`src/rtl/target_placer.sv`:
```
// Target placer: draws random candidate cells, checks each against the snake-body store,
// and falls back to a raster sweep of the playfield when random draws keep colliding.
module target_placer #(
  parameter int GRID_W    = 320,
  parameter int GRID_H    = 240,
  parameter int MAX_RETRY = 8,
  localparam int CW       = $clog2(MAX_RETRY) + 1
) (
  input  logic          clk_i,
  input  logic          rst_i,
  input  logic          target_ate_i,
  input  logic [17:0]   rnd_addr_i,
  output logic          gen_req_o,
  output logic          occ_req_o,
  output logic [8:0]    occ_x_o,
  output logic [8:0]    occ_y_o,
  input  logic          occ_ack_i,
  input  logic          occ_hit_i,
  output logic [8:0]    target_x_o,
  output logic [8:0]    target_y_o,
  output logic          target_valid_o,
  output logic          placed_o,
  output logic          grid_full_o,
  output logic          busy_o,
  output logic [CW-1:0] retry_cnt_o
);

  typedef enum logic [2:0] {
    IDLE,
    CHECK,
    QUERY,
    RETRY,
    SWEEP,
    DONE
  } state_e;

  localparam logic [CW-1:0] RETRY_LAST = CW'(MAX_RETRY - 1);
  localparam logic [9:0]    W_LIM      = 10'(GRID_W);
  localparam logic [9:0]    H_LIM      = 10'(GRID_H);
  localparam logic [8:0]    X_LAST     = 9'(GRID_W - 1);
  localparam logic [8:0]    Y_LAST     = 9'(GRID_H - 1);

  state_e        state_q, state_d;
  logic [8:0]    cand_x_q, cand_x_d;
  logic [8:0]    cand_y_q, cand_y_d;
  logic [8:0]    ptr_x_q, ptr_x_d;
  logic [8:0]    ptr_y_q, ptr_y_d;
  logic [CW-1:0] retry_q, retry_d;
  logic [8:0]    tgt_x_q, tgt_x_d;
  logic [8:0]    tgt_y_q, tgt_y_d;
  logic          tgt_valid_q, tgt_valid_d;
  logic          full_q, full_d;

  logic [8:0]    rnd_x;
  logic [8:0]    rnd_y;
  logic          cand_oob;
  logic          retry_more;
  logic          ptr_last;

  assign rnd_x      = rnd_addr_i[8:0];
  assign rnd_y      = rnd_addr_i[17:9];
  assign cand_oob   = ({1'b0, cand_x_q} >= W_LIM) || ({1'b0, cand_y_q} >= H_LIM);
  assign retry_more = retry_q < RETRY_LAST;
  assign ptr_last   = (ptr_x_q == X_LAST) && (ptr_y_q == Y_LAST);

  always_ff @(posedge clk_i) begin
    if (rst_i) begin
      state_q     <= IDLE;
      cand_x_q    <= '0;
      cand_y_q    <= '0;
      ptr_x_q     <= '0;
      ptr_y_q     <= '0;
      retry_q     <= '0;
      tgt_x_q     <= '0;
      tgt_y_q     <= '0;
      tgt_valid_q <= 1'b0;
      full_q      <= 1'b0;
    end else begin
      state_q     <= state_d;
      cand_x_q    <= cand_x_d;
      cand_y_q    <= cand_y_d;
      ptr_x_q     <= ptr_x_d;
      ptr_y_q     <= ptr_y_d;
      retry_q     <= retry_d;
      tgt_x_q     <= tgt_x_d;
      tgt_y_q     <= tgt_y_d;
      tgt_valid_q <= tgt_valid_d;
      full_q      <= full_d;
    end
  end

  // The target registers load on the way into DONE so target_valid rises together with placed.
  always_comb begin
    state_d     = state_q;
    cand_x_d    = cand_x_q;
    cand_y_d    = cand_y_q;
    ptr_x_d     = ptr_x_q;
    ptr_y_d     = ptr_y_q;
    retry_d     = retry_q;
    tgt_x_d     = tgt_x_q;
    tgt_y_d     = tgt_y_q;
    tgt_valid_d = tgt_valid_q;
    full_d      = 1'b0;

    case (state_q)
      IDLE: begin
        if (target_ate_i) begin
          cand_x_d    = rnd_x;
          cand_y_d    = rnd_y;
          tgt_valid_d = 1'b0;
          retry_d     = '0;
          state_d     = CHECK;
        end
      end
      CHECK: begin
        state_d = cand_oob ? RETRY : QUERY;
      end
      QUERY: begin
        if (occ_ack_i) begin
          if (occ_hit_i) begin
            state_d = RETRY;
          end else begin
            tgt_x_d     = cand_x_q;
            tgt_y_d     = cand_y_q;
            tgt_valid_d = 1'b1;
            state_d     = DONE;
          end
        end
      end
      RETRY: begin
        if (retry_more) begin
          cand_x_d = rnd_x;
          cand_y_d = rnd_y;
          retry_d  = retry_q + CW'(1);
          state_d  = CHECK;
        end else begin
          ptr_x_d = '0;
          ptr_y_d = '0;
          state_d = SWEEP;
        end
      end
      SWEEP: begin
        if (occ_ack_i) begin
          if (!occ_hit_i) begin
            cand_x_d    = ptr_x_q;
            cand_y_d    = ptr_y_q;
            tgt_x_d     = ptr_x_q;
            tgt_y_d     = ptr_y_q;
            tgt_valid_d = 1'b1;
            state_d     = DONE;
          end else if (ptr_last) begin
            full_d  = 1'b1;
            state_d = IDLE;
          end else if (ptr_x_q == X_LAST) begin
            ptr_x_d = '0;
            ptr_y_d = ptr_y_q + 9'd1;
          end else begin
            ptr_x_d = ptr_x_q + 9'd1;
          end
        end
      end
      DONE: begin
        state_d = IDLE;
      end
      default: begin
        state_d = IDLE;
      end
    endcase
  end

  always_comb begin
    gen_req_o = 1'b0;
    occ_req_o = 1'b0;
    occ_x_o   = cand_x_q;
    occ_y_o   = cand_y_q;
    placed_o  = 1'b0;
    busy_o    = 1'b1;

    case (state_q)
      IDLE: begin
        gen_req_o = target_ate_i && !rst_i;
        busy_o    = 1'b0;
      end
      QUERY: begin
        occ_req_o = 1'b1;
      end
      RETRY: begin
        gen_req_o = retry_more && !rst_i;
      end
      SWEEP: begin
        occ_req_o = 1'b1;
        occ_x_o   = ptr_x_q;
        occ_y_o   = ptr_y_q;
      end
      DONE: begin
        placed_o = 1'b1;
      end
      default: begin
        busy_o = 1'b1;
      end
    endcase
  end

  assign target_x_o     = tgt_x_q;
  assign target_y_o     = tgt_y_q;
  assign target_valid_o = tgt_valid_q;
  assign grid_full_o    = full_q;
  assign retry_cnt_o    = retry_q;

endmodule
```
`config.mk`:
```
export PLATFORM = sky130hd
export DESIGN_NAME = target_placer
export DESIGN_NICKNAME = d
export VERILOG_FILES = /design/src/rtl/target_placer.sv
export SDC_FILE = /design/constraint.sdc
export NUM_CORES = 1
export LEC_CHECK = 0
export BUFFER_PORTS_ARGS = -buffer_cell sky130_fd_sc_hd__buf_2
export CAP_MARGIN = 20
export CORE_UTILIZATION = 40
export CTS_CLUSTER_SIZE = 28
export DETAILED_ROUTE_END_ITERATION = 8
export GPL_TIMING_DRIVEN = 0
export HOLD_SLACK_MARGIN = 0.15
export PLACE_DENSITY = 0.68
export SYNTH_ARGS = -nofsm -noshare
export SYNTH_HDL_FRONTEND = slang
export SYNTH_SLANG_ARGS = --single-unit
```
`constraint.sdc`:
```
create_clock -name clk_i -period 3.2 [get_ports clk_i]
set_input_delay 0.32 -clock clk_i [delete_from_list [all_inputs] [get_ports clk_i]]
set_output_delay 0.32 -clock clk_i [all_outputs]
set_load 0.02 [all_outputs]
```
==> results.md, run 1 <==
- VDD IR-drop max: 0.000481 V
- GR Util All Layers: 23.2%
- Number of flops mapped to enable cells by yosys: 0
- Async S/R FF share, synth: 0%
- Antenna cells: 0
- CTS Buf Count: 9
- Post-synth top flop: dfxtp_1
- DIE WIDTH: 91.3 um
- Final setup TNS: 0 ns
- Fin. max-slew vios: 0
- DRC Markers: 0
- CP endpoint kind: primary output
- Number of max-cap violations: 0
- Total clock sinks: 63
- Post-Route WL: 9120 um
- GP Congestion: 0.915
- Cell type with the largest total area after synthesis: dfxtp_1
- Fillcell total: 730
- Initial Utilization: 41.2%
- Final setup viols: 0
- CORE AREA: 7730 um^2
- Initial antenna violation count: 0
- WL/cell: 15.9 um
- Maximum number of pins on one net before global-route repair: 12
- Clock skew: 0.0147 ns
- Worst-Margin Slew: 0.573 ns
- Share of cells above drive strength 1: 22.8%
- Mapped Nets: 417
- Startpoint types: register
- Pre-CTS setup slack: 1.14 ns
- Top cells by area, synth: dfxtp_1 (40%), nor2_1 (6.8%), mux2i_1 (6.6%)
- Final Critical Period: 2.49 ns
- Die H: 91.3 um
- CTS tree: built
- Hold Crit Class: input pin to register
- Tcrit/Tclk final: 77.8%
- Register area share after synthesis: 39.6%
- Syn. warnings: 0
- I/O pin count: 69
- Die ar.: 8330 um^2
- Final cell count without fillers: 575
- Number of port buffers: 66
- Relative slew slack: 61.8%
- Worst EP arrival: 2.17 ns
- Placed cells: 559
- Skew-Pair Late Insertion Delay: 0.34 ns
- Max Buffers Root-to-Sink: 2
- Total number of vias: 3232
- Hold_buf cts: 0
- Syn_area_per_cell: 8.15 um^2
- Setup Buffers After CTS: 0
- RSZ-0062 raised after global routing: false
- Synth cell types: 50
- CTS resizes: 0
- Pwr Density: 835 nW/um^2
- Vias/cell: 5.62
- Final HPWL DP: 6510 um
- Max Clk Rate: 402 MHz
- Nets@finish: 494
- Final Hold Violating Endpoints: 0
- Area grow syn2layout: 22.1%
- Post-Syn Area: 3190 um^2
- R2R setup slack: 1.09 ns
- Lkg Pwr: 1.60 nW
- Synth top area share: 39.6%
- First-pass GRT wire length: 15200 um
- Type of the worst setup path: register to primary output
- Worst-path fanout max: 10
- #FFs+latches synth: 63
- H-tree levels: 3
- Iter 0 DRT Violations: 250
- CTS Root Cell: clkbuf_8
- Drt pass-1 iters: 7
- Status: completed
- Mapped Cells: 391
- Clock slew at reported path FFs: 0.08 ns
- Placement Rows: 32
- Vias in the first global route: 3084
- Antenna Nets Post-Route: 0
- Grt total ovfl: 0
- Final worst slack: 0.712 ns
- Req. time, crit path: 2.88 ns
## metal layers
layer | global-route usage, % | wire [um] | vias to the layer above
li1 | - | - | 1554
met1 | 29.5 | 4130 | 1532
met2 | 37.8 | 4280 | 124
met3 | 4.19 | 506 | 22
met4 | 10.8 | 197 | 0
met5 | 0 | 0 | -
## report_power, final
part	internal, mW	switching (mW)	leakage (nW)
Combinational	0.466	0.914	0.970
Sequential	0.926	0.0811	0.512
Clock	0.536	0.323	0.122
## kinds of logic after synthesis
family	after synthesis	synth area share, %
compound gates	97	20.9
simple gates	159	24.5
xor+xnor	1	0.275
buf+inv	46	6.67
fa+ha+maj	3	1.18
flops	63	39.6
mux	22	6.95
## cell usage after synthesis (2+ instances only)
master	n
nand4b_1	2
nor2_1	58
a31o_2	2
a41oi_1	4
and2_1	3
nor2_4	2
dfxtp_1	63
a21o_1	2
nor4_1	2
or3_1	5
buf_6	3
inv_1	21
nand2b_1	3
a21oi_1	20
and4bb_2	2
o21ai_0	30
nor3_1	6
and3_1	6
nand3_1	6
o22ai_1	2
buf_2	5
ha_1	3
clkbuf_1	14
mux2i_1	21
nand2_1	48
and4_1	4
nand4_1	5
a211oi_1	3
a311oi_1	23
buf_4	3
## sequential cells by signal, summed over array words and instances, names as in the netlist, 3 cells and up
signal,count
ptr_y_q,9
ptr_x_q,9
retry_cnt_o,4
cand_x_q,9
state_q,3
target_x_o,9
target_y_o,9
cand_y_q,9
## final timing paths
| path | from | end | cells after the start |
|---|---|---|---|
| worst max-delay path | state_q[0] | occ_x_o[8] | 5 |
| worst min-delay path | rnd_addr_i[15] | cand_y_q[6] | 3 |
| worst max register to register | ptr_y_q[0] | ptr_x_q[2] | 6 |
| worst min register to register | target_valid_o | target_valid_o | 2 |
## worst max-delay path: stages, from the launching register on
cell and delay (ns):
dfxtp_1 0.30, buf_2 0.18, nor3b_4 0.43, clkbuf_1 0.43
o21ai_0 0.26, buf_2 0.22
## area by class of cell
class | count | area, um^2 | area share [%]
Buffer | 25 | 134 | 3.44
Clock buffer | 10 | 138 | 3.54
Clock inverter | 6 | 108 | 2.77
Inverter | 21 | 78.8 | 2.03
Multi-Input combinational cell | 282 | 1710 | 44.0
Sequential cell | 63 | 1260 | 32.4
Tap cell | 102 | 128 | 3.28
Timing Repair Buffer | 66 | 330 | 8.49
## cells in the final DEF, fill, tap and decap left out, types with 2 or more instances in the layout
cell | synthesis | routed
and4_1 | 4 | 4
dfxtp_1 | 63 | 63
o22ai_1 | 2 | 2
a31o_2 | 2 | 2
a21oi_1 | 20 | 20
inv_1 | 21 | 21
nand2b_1 | 3 | 3
or3_1 | 5 | 5
nor3_1 | 6 | 6
mux2i_1 | 21 | 21
buf_2 | 5 | 71
a311oi_1 | 23 | 23
nand4_1 | 5 | 5
nor2_1 | 58 | 58
a21o_1 | 2 | 2
and2_1 | 3 | 3
nand2_1 | 48 | 48
a211oi_1 | 3 | 3
a41oi_1 | 4 | 4
clkbuf_1 | 14 | 14
nand3_1 | 6 | 6
and3_1 | 6 | 6
buf_6 | 3 | 3
nor4_1 | 2 | 2
clkbuf_8 | 0 | 10
nor2_4 | 2 | 2
nand4b_1 | 2 | 2
ha_1 | 3 | 3
and4bb_2 | 2 | 2
buf_4 | 3 | 3
bufinv_16 | 0 | 3
clkinv_2 | 0 | 2
o21ai_0 | 30 | 30
## stage by stage
| step | cell area (um^2) | power, mW | util, % | hold slack, ns |
|---|---|---|---|---|
| 2_1_floorplan | 3190 | 1.98 | - | 0.458 |
| 4_1_cts | 3890 | 3.25 | 50.3 | 0.232 |
| 6_report | 3890 | 3.25 | 50.3 | 0.241 |
| 3_3_place_gp | 3640 | 2.35 | 47.2 | 0.451 |
| 3_5_place_dp | 3640 | 2.39 | 47.2 | 0.475 |
| 5_1_grt | 3890 | 3.43 | 50.3 | 0.234 |
Note: power is estimated with default switching activity, not from simulation.
==> run 2: changes to the inputs <==
==> constraint.sdc (replaced) <==
create_clock -name clk_i -period 2.29 [get_ports clk_i]
set_input_delay 0.229 -clock clk_i [delete_from_list [all_inputs] [get_ports clk_i]]
set_output_delay 0.229 -clock clk_i [all_outputs]
set_load 0.02 [all_outputs]
==> run 2 against run 1 <==
Effect of this change:
- cell count increased by 0.87%
- critical endpoint is now occ_x_o[2]
- critical path depth rose by 2
- largest cell class unchanged
- wire length rose by 1.1%
- final area rose by 1.2%
- global-route usage about the same
==> results.md, run 2 (synthesized netlist as in run 1, its figures left out) <==
- Lkg Pwr: 1.64 nW (+1.9%)
- Clock skew: 0.0158 ns (+0.00109 ns)
- Switch share: 40.5% (-0.14 points)
- Nets@finish: 499 (+1.0%)
- H-tree levels: 3 (unchanged)
- Reg2Reg Depth: 6 (unchanged)
- Startpoint types: register
- Hold Crit Class: input pin to register
- CTS tree: built
- Slowest stage delay, CP: 0.30 ns (-0.13 ns)
- Critical path's top delay family: buffers and inverters
- Max Clk Rate: 457 MHz
- DIE WIDTH: 91.3 um (unchanged)
- WL/cell: 15.9 um (+0.23%)
- Share of power burned in registers: 30.7% (-0.3 points)
- GR Util All Layers: 23.2% (+0.040 points)
- Final setup TNS: 0 ns (unchanged)
- Clock slew at reported path FFs: 0.08 ns (about the same)
- Tcrit/Tclk final: 95.5%
- Maximum number of pins on one net before global-route repair: 12 (unchanged)
- Number of max-cap violations: 0 (unchanged)
- Fillcell total: 732 (+0.27%)
- CTS Root Cell: clkbuf_8
- CP startpoint: state_q[1]
- Max Buffers Root-to-Sink: 2 (unchanged)
- VDD IR-drop max: 0.000668 V (+39%)
- I/O pin count: 69 (unchanged)
- CORE AREA: 7730 um^2 (unchanged)
- Fin. max-slew vios: 0 (unchanged)
- Final Hold Violating Endpoints: 0 (unchanged)
- Buffers and inverters on the worst path: 4 (+1)
- Final worst slack: 0.102 ns (-0.609 ns)
- Total number of vias: 3228 (-0.12%)
- Worst-path fanout max: 10 (unchanged)
- Most frequent cells in the layout: buf_2 (71), dfxtp_1 (63), nor2_1 (58)
- CP Capture Point: occ_x_o[2]
- Antenna cells: 0 (unchanged)
- Initial Utilization: 41.2% (unchanged)
- Number of port buffers: 66 (unchanged)
- Initial antenna violation count: 0 (unchanged)
- Worst-Margin Slew: 0.560 ns (-0.0122 ns)
- Relative slew slack: 62.6% (+0.82 points)
- Total internal power: 2.73 mW (+41%)
- DRC Markers: 0 (unchanged)
- CTS Buf Count: 9 (unchanged)
- GP Congestion: 0.915 (unchanged)
- First-pass GRT wire length: 15200 um (+0.45%)
- Final HPWL DP: 6510 um (unchanged)
- CP endpoint kind: primary output
- RSZ-0062 raised after global routing: false
- Clock power frac: 26.3% (-0.2 points)
- Area of placed instances: 3640 um^2 (unchanged)
- Reg-to-Reg End: ptr_x_q[2]
- Area grow syn2layout: 23.5%
- Worst-path cell chain: buf_4 > nor3b_4 > buf_4 > buf_2 > nand2_1 > o21ai_0 > buf_2
- R2R setup slack: 0.16 ns (-0.93 ns)
- Drt pass-1 iters: 5 (-2)
- Critical path depth: 7 (+2)
- Worst path slowest cell: dfxtp_1
- Design Area, Final: 3940 um^2 (+1.2%)
- Total clock sinks: 63 (unchanged)
- Post-Route WL: 9220 um (+1.1%)
- Type of the worst setup path: register to primary output
- Grt total ovfl: 0 (unchanged)
- Vias/cell: 5.57 (-0.98%)
- Share of cells above drive strength 1: 23.6% (+0.81 points)
- Skew-Pair Late Insertion Delay: 0.35 ns (about the same)
- Pre-CTS setup slack: 0.237 ns (-0.902 ns)
- Power share of the combinational group: 42.9% (+0.4 points)
- Worst EP arrival: 1.96 ns (-0.21 ns)
- Commonest non-fill, non-tap cell in the layout: buf_2
- Antenna Nets Post-Route: 0 (unchanged)
- Pwr Density: 1160 nW/um^2 (+39%)
- Power Total: 4.58 mW (+41%)
- Req. time, crit path: 2.06 ns (-0.82 ns)
- Iter 0 DRT Violations: 252 (+0.80%)
- Vias in the first global route: 3093 (+0.29%)
- Final Critical Period: 2.19 ns
- Status: completed
- Die H: 91.3 um (unchanged)
- Die ar.: 8330 um^2 (unchanged)
- Final setup viols: 0 (unchanged)
- P_sw: 1.85 mW (+41%)
- RR Startpoint: ptr_y_q[0]
- Placement Rows: 32 (unchanged)
[run 2: worst min path at each step]
stage               depth (start not counted)        endpoint  slack, ns           start
floorplan                                   2     cand_x_q[0]       0.39   rnd_addr_i[0]
global placement                            2  target_valid_o       0.45  target_valid_o
detailed placement                          2  target_valid_o       0.47  target_valid_o
CTS                                         3     cand_x_q[4]       0.15   rnd_addr_i[4]
global route                                3     cand_y_q[0]       0.16   rnd_addr_i[9]
finish                                      3     cand_y_q[1]       0.15  rnd_addr_i[10]
[run 2: power groups by stage]
stage	logic [mW]	registers, mW	clock network, mW
2_1_floorplan	1.33	1.44	0
3_3_place_gp	1.87	1.42	0
3_5_place_dp	1.91	1.43	0
4_1_cts	1.96	1.40	1.21
5_1_grt	2.13	1.43	1.26
6_report	1.97	1.41	1.21
[run 2: layout make-up]
| cell class | instances | area (um^2) | share of cell area (%) |
|---|---|---|---|
| clock inverters | 6 | 108 | 2.73 |
| plain buffers | 25 | 136 | 3.47 |
| well taps | 102 | 128 | 3.24 |
| flip-flops and latches | 63 | 1260 | 32.1 |
| inverters | 21 | 78.8 | 2.00 |
| clock buffers | 10 | 138 | 3.50 |
| multi-input cells | 282 | 1710 | 43.5 |
| repair buffers | 71 | 373 | 9.48 |
[run 2: stage by stage]
stage,hold slack (ns),utilization (%),std cells
floorplan,0.391,-,391
global placement,0.451,47.2,559
detailed placement,0.475,47.2,559
CTS,0.150,50.9,580
global route,0.164,50.9,580
finish,0.151,50.9,580
[run 2: metal layers]
metal | track usage, % | share of wire (%) | vias to the layer above
met3 | 4.19 | 6.2 | 17
met5 | 0 | 0 | -
li1 | - | - | 1563
met2 | 38.4 | 48 | 121
met4 | 10.8 | 2.2 | 0
met1 | 29.1 | 43 | 1527
[run 2: worst register-to-register path: stages (launching register included)]
cell	delay, ns
dfxtp_1	0.44
ha_1	0.27
and4_1	0.27
nand4_2	0.26
a21oi_1	0.52
nor2_1	0.10
nor3_1	0.17
[run 2: timing repair]
| action | CTS | global route |
|---|---|---|
| hold buffers | 2 | 0 |
| resized for setup | 2 | 0 |
| setup buffers | 3 | 0 |
| hold endpoints to repair | 2 | 0 |
| setup endpoints to repair | 15 | 0 |
